## src/rtl/mem_access.sv

```systemverilog
// rtl/mem_access.sv - MIPS memory-access stage with bus master and MEM/WB register
//
// Purpose: performs loads and stores for the 5-stage pipeline over a single
// request/acknowledge data bus. It stalls the front of the pipeline while a
// transfer is outstanding. It also registers the GPR and HI/LO write-back
// payload for the write-back stage.
//
// Ports:
//   clk, rst            rising-edge clock, synchronous active-high reset
//   aluop_i             ALU op from EX/MEM; only load/store ops touch the bus
//   wd_i, wreg_i        destination GPR and its write enable
//   wdata_i             EX result, forwarded for non-load ops
//   hi_i, lo_i, whilo_i HI/LO values and their write enable
//   mem_addr_i          effective byte address
//   store_data_i        rt value for stores
//   wd_o, wreg_o, wdata_o, hi_o, lo_o, whilo_o   registered write-back payload
//   stallreq_o          combinational stall request to pipeline control
//   bus_req_o, bus_we_o, bus_addr_o, bus_sel_o, bus_wdata_o   registered bus request
//   bus_rdata_i, bus_ack_i                        bus response (ack is a 1-cycle pulse)

module mem_access (
  input  logic        clk,
  input  logic        rst,
  input  logic [7:0]  aluop_i,
  input  logic [4:0]  wd_i,
  input  logic        wreg_i,
  input  logic [31:0] wdata_i,
  input  logic [31:0] hi_i,
  input  logic [31:0] lo_i,
  input  logic        whilo_i,
  input  logic [31:0] mem_addr_i,
  input  logic [31:0] store_data_i,
  output logic [4:0]  wd_o,
  output logic        wreg_o,
  output logic [31:0] wdata_o,
  output logic [31:0] hi_o,
  output logic [31:0] lo_o,
  output logic        whilo_o,
  output logic        stallreq_o,
  output logic        bus_req_o,
  output logic        bus_we_o,
  output logic [31:0] bus_addr_o,
  output logic [3:0]  bus_sel_o,
  output logic [31:0] bus_wdata_o,
  input  logic [31:0] bus_rdata_i,
  input  logic        bus_ack_i
);

  localparam logic [7:0] EXE_LB_OP  = 8'b1110_0000;
  localparam logic [7:0] EXE_LH_OP  = 8'b1110_0001;
  localparam logic [7:0] EXE_LW_OP  = 8'b1110_0011;
  localparam logic [7:0] EXE_LBU_OP = 8'b1110_0100;
  localparam logic [7:0] EXE_LHU_OP = 8'b1110_0101;
  localparam logic [7:0] EXE_SB_OP  = 8'b1110_1000;
  localparam logic [7:0] EXE_SH_OP  = 8'b1110_1001;
  localparam logic [7:0] EXE_SW_OP  = 8'b1110_1011;

  typedef enum logic {S_IDLE = 1'b0, S_BUSY = 1'b1} state_t;

  state_t      r_state;
  state_t      w_next_state;
  logic        w_start;
  logic        w_done;
  logic        w_is_load;
  logic        w_is_store;
  logic [3:0]  w_sel;
  logic [31:0] w_bus_wdata;
  logic [7:0]  w_byte;
  logic [15:0] w_half;
  logic [31:0] w_ext;

  // Fields captured at request time; the EX/MEM latch is frozen while
  // BUSY, but capturing keeps the result independent of upstream behaviour.
  logic [7:0]  r_op;
  logic [1:0]  r_lane;
  logic [4:0]  r_wd;
  logic        r_wreg;
  logic [31:0] r_hi;
  logic [31:0] r_lo;
  logic        r_whilo;

  // Op decode, big-endian lane select and store data replication.
  always_comb begin
    w_is_load   = 1'b0;
    w_is_store  = 1'b0;
    w_sel       = 4'b1111;
    w_bus_wdata = store_data_i;
    case (aluop_i)
      EXE_LB_OP, EXE_LBU_OP, EXE_SB_OP: begin
        w_sel       = 4'b1000 >> mem_addr_i[1:0];
        w_bus_wdata = {4{store_data_i[7:0]}};
      end
      EXE_LH_OP, EXE_LHU_OP, EXE_SH_OP: begin
        w_sel       = mem_addr_i[1] ? 4'b0011 : 4'b1100;
        w_bus_wdata = {2{store_data_i[15:0]}};
      end
      default: ;
    endcase
    case (aluop_i)
      EXE_LB_OP, EXE_LBU_OP, EXE_LH_OP, EXE_LHU_OP, EXE_LW_OP: w_is_load  = 1'b1;
      EXE_SB_OP, EXE_SH_OP, EXE_SW_OP:                         w_is_store = 1'b1;
      default: ;
    endcase
  end

  // Next state and stall request.
  always_comb begin
    w_next_state = r_state;
    stallreq_o   = 1'b0;
    w_start      = 1'b0;
    w_done       = 1'b0;
    case (r_state)
      S_IDLE: begin
        if (w_is_load || w_is_store) begin
          stallreq_o   = 1'b1;
          w_start      = 1'b1;
          w_next_state = S_BUSY;
        end
      end
      S_BUSY: begin
        // Dropping the stall in the ack cycle lets EX/MEM advance on the
        // same edge that retires this transfer.
        stallreq_o = !bus_ack_i;
        if (bus_ack_i) begin
          w_done       = 1'b1;
          w_next_state = S_IDLE;
        end
      end
      default: w_next_state = S_IDLE;
    endcase
  end

  // Load data extraction and extension, using the captured op and lane.
  always_comb begin
    case (r_lane)
      2'd0:    w_byte = bus_rdata_i[31:24];
      2'd1:    w_byte = bus_rdata_i[23:16];
      2'd2:    w_byte = bus_rdata_i[15:8];
      default: w_byte = bus_rdata_i[7:0];
    endcase
    w_half = r_lane[1] ? bus_rdata_i[15:0] : bus_rdata_i[31:16];
    case (r_op)
      EXE_LB_OP:  w_ext = {{24{w_byte[7]}}, w_byte};
      EXE_LBU_OP: w_ext = {24'h0, w_byte};
      EXE_LH_OP:  w_ext = {{16{w_half[15]}}, w_half};
      EXE_LHU_OP: w_ext = {16'h0, w_half};
      EXE_LW_OP:  w_ext = bus_rdata_i;
      default:    w_ext = 32'h0;
    endcase
  end

  always_ff @(posedge clk) begin
    if (rst) r_state <= S_IDLE;
    else     r_state <= w_next_state;
  end

  always_ff @(posedge clk) begin
    if (rst) begin
      wd_o        <= 5'd0;
      wreg_o      <= 1'b0;
      wdata_o     <= 32'h0;
      hi_o        <= 32'h0;
      lo_o        <= 32'h0;
      whilo_o     <= 1'b0;
      bus_req_o   <= 1'b0;
      bus_we_o    <= 1'b0;
      bus_addr_o  <= 32'h0;
      bus_sel_o   <= 4'h0;
      bus_wdata_o <= 32'h0;
      r_op        <= 8'h0;
      r_lane      <= 2'd0;
      r_wd        <= 5'd0;
      r_wreg      <= 1'b0;
      r_hi        <= 32'h0;
      r_lo        <= 32'h0;
      r_whilo     <= 1'b0;
    end else if (w_start) begin
      bus_req_o   <= 1'b1;
      bus_we_o    <= w_is_store;
      bus_addr_o  <= {mem_addr_i[31:2], 2'b00};
      bus_sel_o   <= w_sel;
      bus_wdata_o <= w_bus_wdata;
      r_op        <= aluop_i;
      r_lane      <= mem_addr_i[1:0];
      r_wd        <= wd_i;
      r_wreg      <= wreg_i;
      r_hi        <= hi_i;
      r_lo        <= lo_i;
      r_whilo     <= whilo_i;
      // Bubble to write-back until the transfer completes.
      wd_o        <= 5'd0;
      wreg_o      <= 1'b0;
      wdata_o     <= 32'h0;
      hi_o        <= 32'h0;
      lo_o        <= 32'h0;
      whilo_o     <= 1'b0;
    end else if (w_done) begin
      bus_req_o   <= 1'b0;
      wd_o        <= r_wd;
      wreg_o      <= r_wreg;
      wdata_o     <= w_ext;
      hi_o        <= r_hi;
      lo_o        <= r_lo;
      whilo_o     <= r_whilo;
    end else if (r_state == S_IDLE) begin
      wd_o        <= wd_i;
      wreg_o      <= wreg_i;
      wdata_o     <= wdata_i;
      hi_o        <= hi_i;
      lo_o        <= lo_i;
      whilo_o     <= whilo_i;
    end
  end

endmodule
```

## config.mk

```make
export PLATFORM = sky130hd
export DESIGN_NAME = mem_access
export DESIGN_NICKNAME = d
export VERILOG_FILES = /design/src/rtl/mem_access.sv
export SDC_FILE = /design/constraint.sdc
export NUM_CORES = 1
export LEC_CHECK = 0
export ABC_AREA = 1
export CAP_MARGIN = 40
export CORE_MARGIN = 2
export CORE_UTILIZATION = 49
export CTS_CLUSTER_SIZE = 40
export DETAILED_ROUTE_END_ITERATION = 6
export HOLD_SLACK_MARGIN = 0.05
export PLACE_DENSITY_LB_ADDON = 0.3
export SLEW_MARGIN = 10
export SYNTH_ARGS = -nofsm -noshare
export SYNTH_HDL_FRONTEND = slang
export SYNTH_SLANG_ARGS = --single-unit
```

## constraint.sdc

```tcl
create_clock -name clk -period 2.9 [get_ports clk]
set_input_delay 0.29 -clock clk [delete_from_list [all_inputs] [get_ports clk]]
set_output_delay 0.29 -clock clk [all_outputs]
set_load 0.005 [all_outputs]
```

==> impl_metrics.py, run 1 <==
metrics = {
    "critical_path": {
        "cp_cell_sequence": "clkdlybuf4s50_1 -> nand2_1 -> nor2_4 -> nand3_1 -> nand3_2 -> nand2_4 -> nand2_1 -> clkdlybuf4s50_1",
        "cp_max_fo": 11,
        "start_kind": "input pin",
        "required_ns": 2.61,
        "crit_path_max_incr_delay_ns": 0.57,
        "cp_slowest_cell": "clkdlybuf4s50_1",
        "startpoint": "aluop_i[6]",
        "crit_type": "input pin to output pin",
        "reg2reg_from": "r_lane[1]$_SDFFE_PP0P_",
        "crit_path_end_kind": "output pin",
        "crit_arrival_ns": 2.11,
    },
    "logic_synthesis": {
        "yosys.area.top_type": "dfxtp_1",
        "yosysUniqueCellTypes": 30,
        "syn-mean-instance-area_sq_um": 7.18,
        "ys_seq_area_share_pct": 46.2,
        "yosysWarnings": 0,
        "synth_ff_type": "dfxtp_1",
        "synth_top_area_share_pct": 46.2,
        "synth_seq_cells": 253,
        "netlist_area_sq_mm": 0.0110,
        "synthCells": 1527,
        "synthArstFlopShare_pct": 0,
        "yosys-top-cells-area": "dfxtp_1 46%, nand2_1 15%, nand3_1 7.7%",
        "synth-edff-count": 0,
    },
    "cts": {
        "cts_buffers": 27,
        "clk_pin_slew_ns": 0.06,
        "cts.sinks": 253,
        "postCtsHoldBufs": 0,
        "cts_max_level": 1,
        "cts_tree": "yes",
        "ctsResizeCount": 0,
        "clockBufferDepth": 3,
        "clock_latency_ns": 0.54,
        "cts_root_buf": "clkbuf_16",
        "post-cts-setup-buffers": 0,
    },
    "floorplan": {
        "core_area_sq_mm": 0.0219,
        "pin_count": 384,
        "die_w_um": 154,
        "die_h_um": 154,
        "dieArea_sq_mm": 0.0236,
        "fp-row-count": 54,
        "initial_core_util_pct": 50.1,
    },
    "sta": {
        "slew_violations": 0,
        "final-setup-viol-count": 0,
        "worst_pin_slew_ns": 0.610,
        "fin_worst_skew_ns": 0.00680,
        "max_freq_mhz": 416,
        "finalHoldViolCount": 0,
        "fin_crit_ns": 2.40,
        "post-route-period-util_pct": 82.9,
        "setup_ws_ns": 0.496,
        "slew_headroom_pct": 59.3,
        "tns_ns": 0,
        "rsz0062_at_grt": "no",
    },
    "power": {
        "powerDensity_mw_per_mm2": 517,
        "ir_worst_vdd_uv": 431,
        "p_leak_nw": 6.47,
    },
    "global_routing": {
        "grt_overflow": 0,
        "grt_pass1_wl_mm": 57.4,
        "grt_max_degree": 93,
        "antenna_found_initial": 3,
        "grt_pass1_vias": 11253,
        "grt_usage_pct": 29.2,
    },
    "drt": {
        "ant_nets": 0,
        "firstDrtPassIters": 5,
        "vias": 11738,
        "drc": 0,
        "wl_mm": 36.4,
        "drtIter0Drc": 748,
        "wl_per_cell_um": 16.9,
        "routed_via_density": 5.44,
    },
    "place": {
        "post-place-ws_ns": 0.518,
        "hpwl_mm": 24.9,
        "place.port_buffers": 381,
        "place_congestion": 0.891,
    },
    "finish": {
        "layout_common_cells": "433 x nand2_1, 381 x clkdlybuf4s50_1, 253 x dfxtp_1",
        "layout-drive-gt1-share_pct": 5.33,
        "nNetsFinal": 2065,
        "layout_commonest_cell": "nand2_1",
        "syn_to_final_growth_pct": 44.1,
        "utilization_pct": 72.1,
    },
    "worst_hold_path": {
        "worstHoldPathType": "input pin to flop",
        "hold_start": "lo_i[14]",
    },
    "run": {
        "max_cap_viol_count": 0,
    },
    "outcome": {
        "outcome": "completed",
    },
}
[final timing paths]
path / endpoint / slack [ns] / depth (start not counted)
worst max-delay path: stallreq_o / 0.50 / 8
worst min-delay path: r_lo[14]$_SDFFE_PP0P_ / 0.34 / 3
worst max register to register: wdata_o[30]$_SDFFE_PP0P_ / 0.84 / 10
worst min register to register: r_lo[20]$_SDFFE_PP0P_ / 0.45 / 2
[critical path, delay by kind of cell]
kind / cells / cell delay [ns]
AND/OR/NAND/NOR: 6 / 0.79
buffers and inverters: 2 / 1.03
[cell usage after synthesis (4+ instances only)]
library cell and n:
a21oi_1 54, a221oi_1 32, a22o_1 21, a31oi_1 39, buf_1 7, buf_2 36, buf_4 20, buf_6 4
clkbuf_1 42, dfxtp_1 253, inv_1 76, inv_2 6, nand2_1 433, nand3_1 169, nand4_1 9, nor2_1 195
nor2_2 4, o211ai_1 14, o21a_1 8, o21ai_0 74, o21ai_1 5, or2_2 14
[area by class of cell]
type | count | area (sq um)
Clock buffer | 41 | 788
Timing Repair Buffer | 407 | 4120
Inverter | 82 | 314
Tap cell | 280 | 350
Sequential cell | 253 | 5060
Antenna cell | 2 | 5.00
Fill cell | 1744 | 6100
Multi-Input combinational cell | 1084 | 5040
Clock inverter | 8 | 113
[registers in the layout, summed over array words and instances (netlist names)]
signal and flops:
bus_wdata_o 32, hi_o 32, lo_o 32, r_hi 32, r_lo 32, wdata_o 32
bus_addr_o 30, r_op 8, r_wd 5, wd_o 5, bus_sel_o 4, r_lane 2
bus_req_o 1, bus_we_o 1, r_state 1, r_whilo 1, r_wreg 1, whilo_o 1
wreg_o 1
[per-layer routing]
metal / up-vias / track usage [%] / routed length, um / part of all wire [%]
li1: 5669 / - / - / -
met1: 5404 / 35.3 / 13900 / 38
met2: 567 / 49.5 / 17500 / 48
met3: 98 / 8.20 / 3540 / 9.7
met4: 0 / 11.3 / 1410 / 3.9
met5: - / 0 / 0 / 0
[through the flow]
| stage | total power, W | area, sq um | hold slack (ns) | instances |
|---|---|---|---|---|
| floorplan | 0.00409 | 11000 | 0.359 | 1528 |
| global placement | 0.00472 | 14900 | 0.427 | 2105 |
| detailed placement | 0.00474 | 14900 | 0.432 | 2106 |
| CTS | 0.00822 | 15800 | 0.322 | 2155 |
| global route | 0.00845 | 15800 | 0.341 | 2156 |
| finish | 0.00817 | 15800 | 0.337 | 2157 |
[logic make-up after synthesis]
family                 count (synthesis)  share of synthesized area, %
and+or+nand+nor                      834                          31.7
DFF                                  253                          46.2
AOI/OAI and AO/OA                    248                          14.2
buffers and inverters                191                          7.91
other                                  1                        0.0342
[power by group]
group / internal [W] / leakage (nW) / switching (W)
combinational: 0.000574 / 3.96 / 0.000421
sequential: 0.00361 / 2.07 / 0.0000738
clock: 0.00206 / 0.443 / 0.00143
total: 0.00624 / 6.47 / 0.00192
Power figures use the tool's default switching activity.
==> run 2, diff against run 1 <==
- CORE_UTILIZATION: 49 -> 46
- clock period: 2.9 -> 2.43 ns (I/O delays scaled with it)
==> impl_metrics.py, run 2 (synthesized netlist as in run 1, its figures left out) <==
metrics = {
    "cts": {
        "clockBufferDepth": 3,
        "cts_max_level": 1,
        "cts.sinks": 253,
        "cts_buffers": 28,
        "ctsResizeCount": 0,
        "clock_latency_ns": 0.54,
        "cts_root_buf": "clkbuf_16",
        "postCtsHoldBufs": 0,
        "post-cts-setup-buffers": 0,
        "cts_tree": "yes",
        "clk_pin_slew_ns": 0.06,
    },
    "critical_path": {
        "required_ns": 2.19,
        "crit_type": "input pin to output pin",
        "r2r_slack_ns": 0.44,
        "r2r_cells": 7,
        "startpoint": "aluop_i[6]",
        "crit_arrival_ns": 1.92,
        "r2r_end": "wdata_o[30]$_SDFFE_PP0P_",
        "start_kind": "input pin",
        "cp_max_fo": 6,
        "crit_path_end_kind": "output pin",
        "endpoint": "stallreq_o",
        "reg2reg_from": "r_lane[1]$_SDFFE_PP0P_",
    },
    "power": {
        "finalPower_w": 0.00976,
        "p_leak_nw": 6.49,
        "powerDensity_mw_per_mm2": 615,
        "ir_worst_vdd_uv": 491,
    },
    "global_routing": {
        "antenna_found_initial": 0,
        "grt_pass1_wl_mm": 55.7,
        "grt_max_degree": 137,
        "grt_usage_pct": 27.5,
        "grt_pass1_vias": 10755,
        "grt_overflow": 0,
    },
    "place": {
        "post-place-ws_ns": 0.150,
        "dp.cells": 2148,
        "place_congestion": 0.896,
        "place.port_buffers": 381,
        "hpwl_mm": 24.4,
    },
    "drt": {
        "wl_per_cell_um": 16.3,
        "drtIter0Drc": 1029,
        "drc": 0,
        "ant_nets": 0,
        "vias": 11527,
        "firstDrtPassIters": 5,
        "wl_mm": 35.7,
        "routed_via_density": 5.25,
    },
    "finish": {
        "final_cells": 2197,
        "nNetsFinal": 2069,
        "layout-drive-gt1-share_pct": 5.70,
        "register_area_sq_mm": 0.00506,
        "diodes": 0,
        "nFillCells": 1994,
        "syn_to_final_growth_pct": 44.6,
        "multi_input_area_sq_mm": 0.00504,
        "utilization_pct": 67.7,
        "layout_common_cells": "433 x nand2_1, 381 x clkdlybuf4s50_1, 253 x dfxtp_1",
        "layout_commonest_cell": "nand2_1",
    },
    "sta": {
        "slew_headroom_pct": 38.3,
        "post-route-period-util_pct": 89.0,
        "fin_worst_skew_ns": 0.0145,
        "slew_violations": 0,
        "worst_pin_slew_ns": 0.925,
        "setup_ws_ns": 0.267,
        "fin_crit_ns": 2.16,
        "max_freq_mhz": 462,
        "finalHoldViolCount": 0,
        "rsz0062_at_grt": "no",
        "tns_ns": 0,
        "final-setup-viol-count": 0,
    },
    "floorplan": {
        "dieArea_sq_mm": 0.0251,
        "fp-row-count": 56,
        "pin_count": 384,
        "core_area_sq_mm": 0.0234,
        "die_w_um": 158,
        "initial_core_util_pct": 46.8,
        "die_h_um": 158,
    },
    "run": {
        "max_cap_viol_count": 0,
    },
    "worst_hold_path": {
        "worstHoldPathType": "input pin to flop",
    },
    "outcome": {
        "outcome": "completed",
    },
}
[run 2: cell types whose count changed in the layout (fill, tap and decap cells not counted), sizes merged]
cell	change
buf	+3
clkinv	+4
clkinvlp	+1
clkbuf	-5
diode	-2
[run 2: worst min path at each step]
stage / cells after the start / slack [ns] / endpoint / startpoint
finish: 3 / 0.30 / r_lo[6]$_SDFFE_PP0P_ / lo_i[6]
CTS: 3 / 0.28 / r_lo[22]$_SDFFE_PP0P_ / lo_i[22]
detailed placement: 2 / 0.43 / r_hi[26]$_SDFFE_PP0P_ / r_hi[26]$_SDFFE_PP0P_
global placement: 2 / 0.43 / bus_wdata_o[4]$_SDFFE_PP0P_ / bus_wdata_o[4]$_SDFFE_PP0P_
global route: 3 / 0.30 / r_lo[10]$_SDFFE_PP0P_ / lo_i[10]
floorplan: 1 / 0.31 / bus_req_o$_SDFFE_PP0P_ / rst
[run 2: metal layers]
metal	global-route usage (%)	share of wire [%]	vias up
met4	12.4	4.5	0
met3	6.37	8.0	95
met5	0	0	-
met1	33.8	40	5277
met2	46.1	47	479
li1	-	-	5676
[run 2: area by class of cell]
type | instances | share of cell area (%)
clock buffer | 36 | 4.93
sequential | 253 | 31.9
inverter | 82 | 1.98
clock inverter | 13 | 0.789
multi-input combinational | 1084 | 31.8
timing repair buffer | 410 | 26.1
tap | 319 | 2.52
[run 2: worst max-delay path, cell delays in order]
cell,delay [ns]
clkdlybuf4s50_1,0.45
nand2_1,0.09
nor2_4,0.18
nand3_1,0.11
nand3_2,0.13
nand2_4,0.09
nand2_1,0.07
clkdlybuf4s50_1,0.55
[run 2: stage by stage]
stage	hold slack [ns]	area [sq um]
after CTS	0.281	15900
after global routing	0.297	15900
after global placement	0.428	14900
after detailed placement	0.433	14900
final	0.298	15900
after floorplan	0.312	11000
[run 2: where the power goes]
group | switching, W | internal, W
registers | 0.0000861 | 0.00430
logic | 0.000498 | 0.000687
clock network | 0.00171 | 0.00247
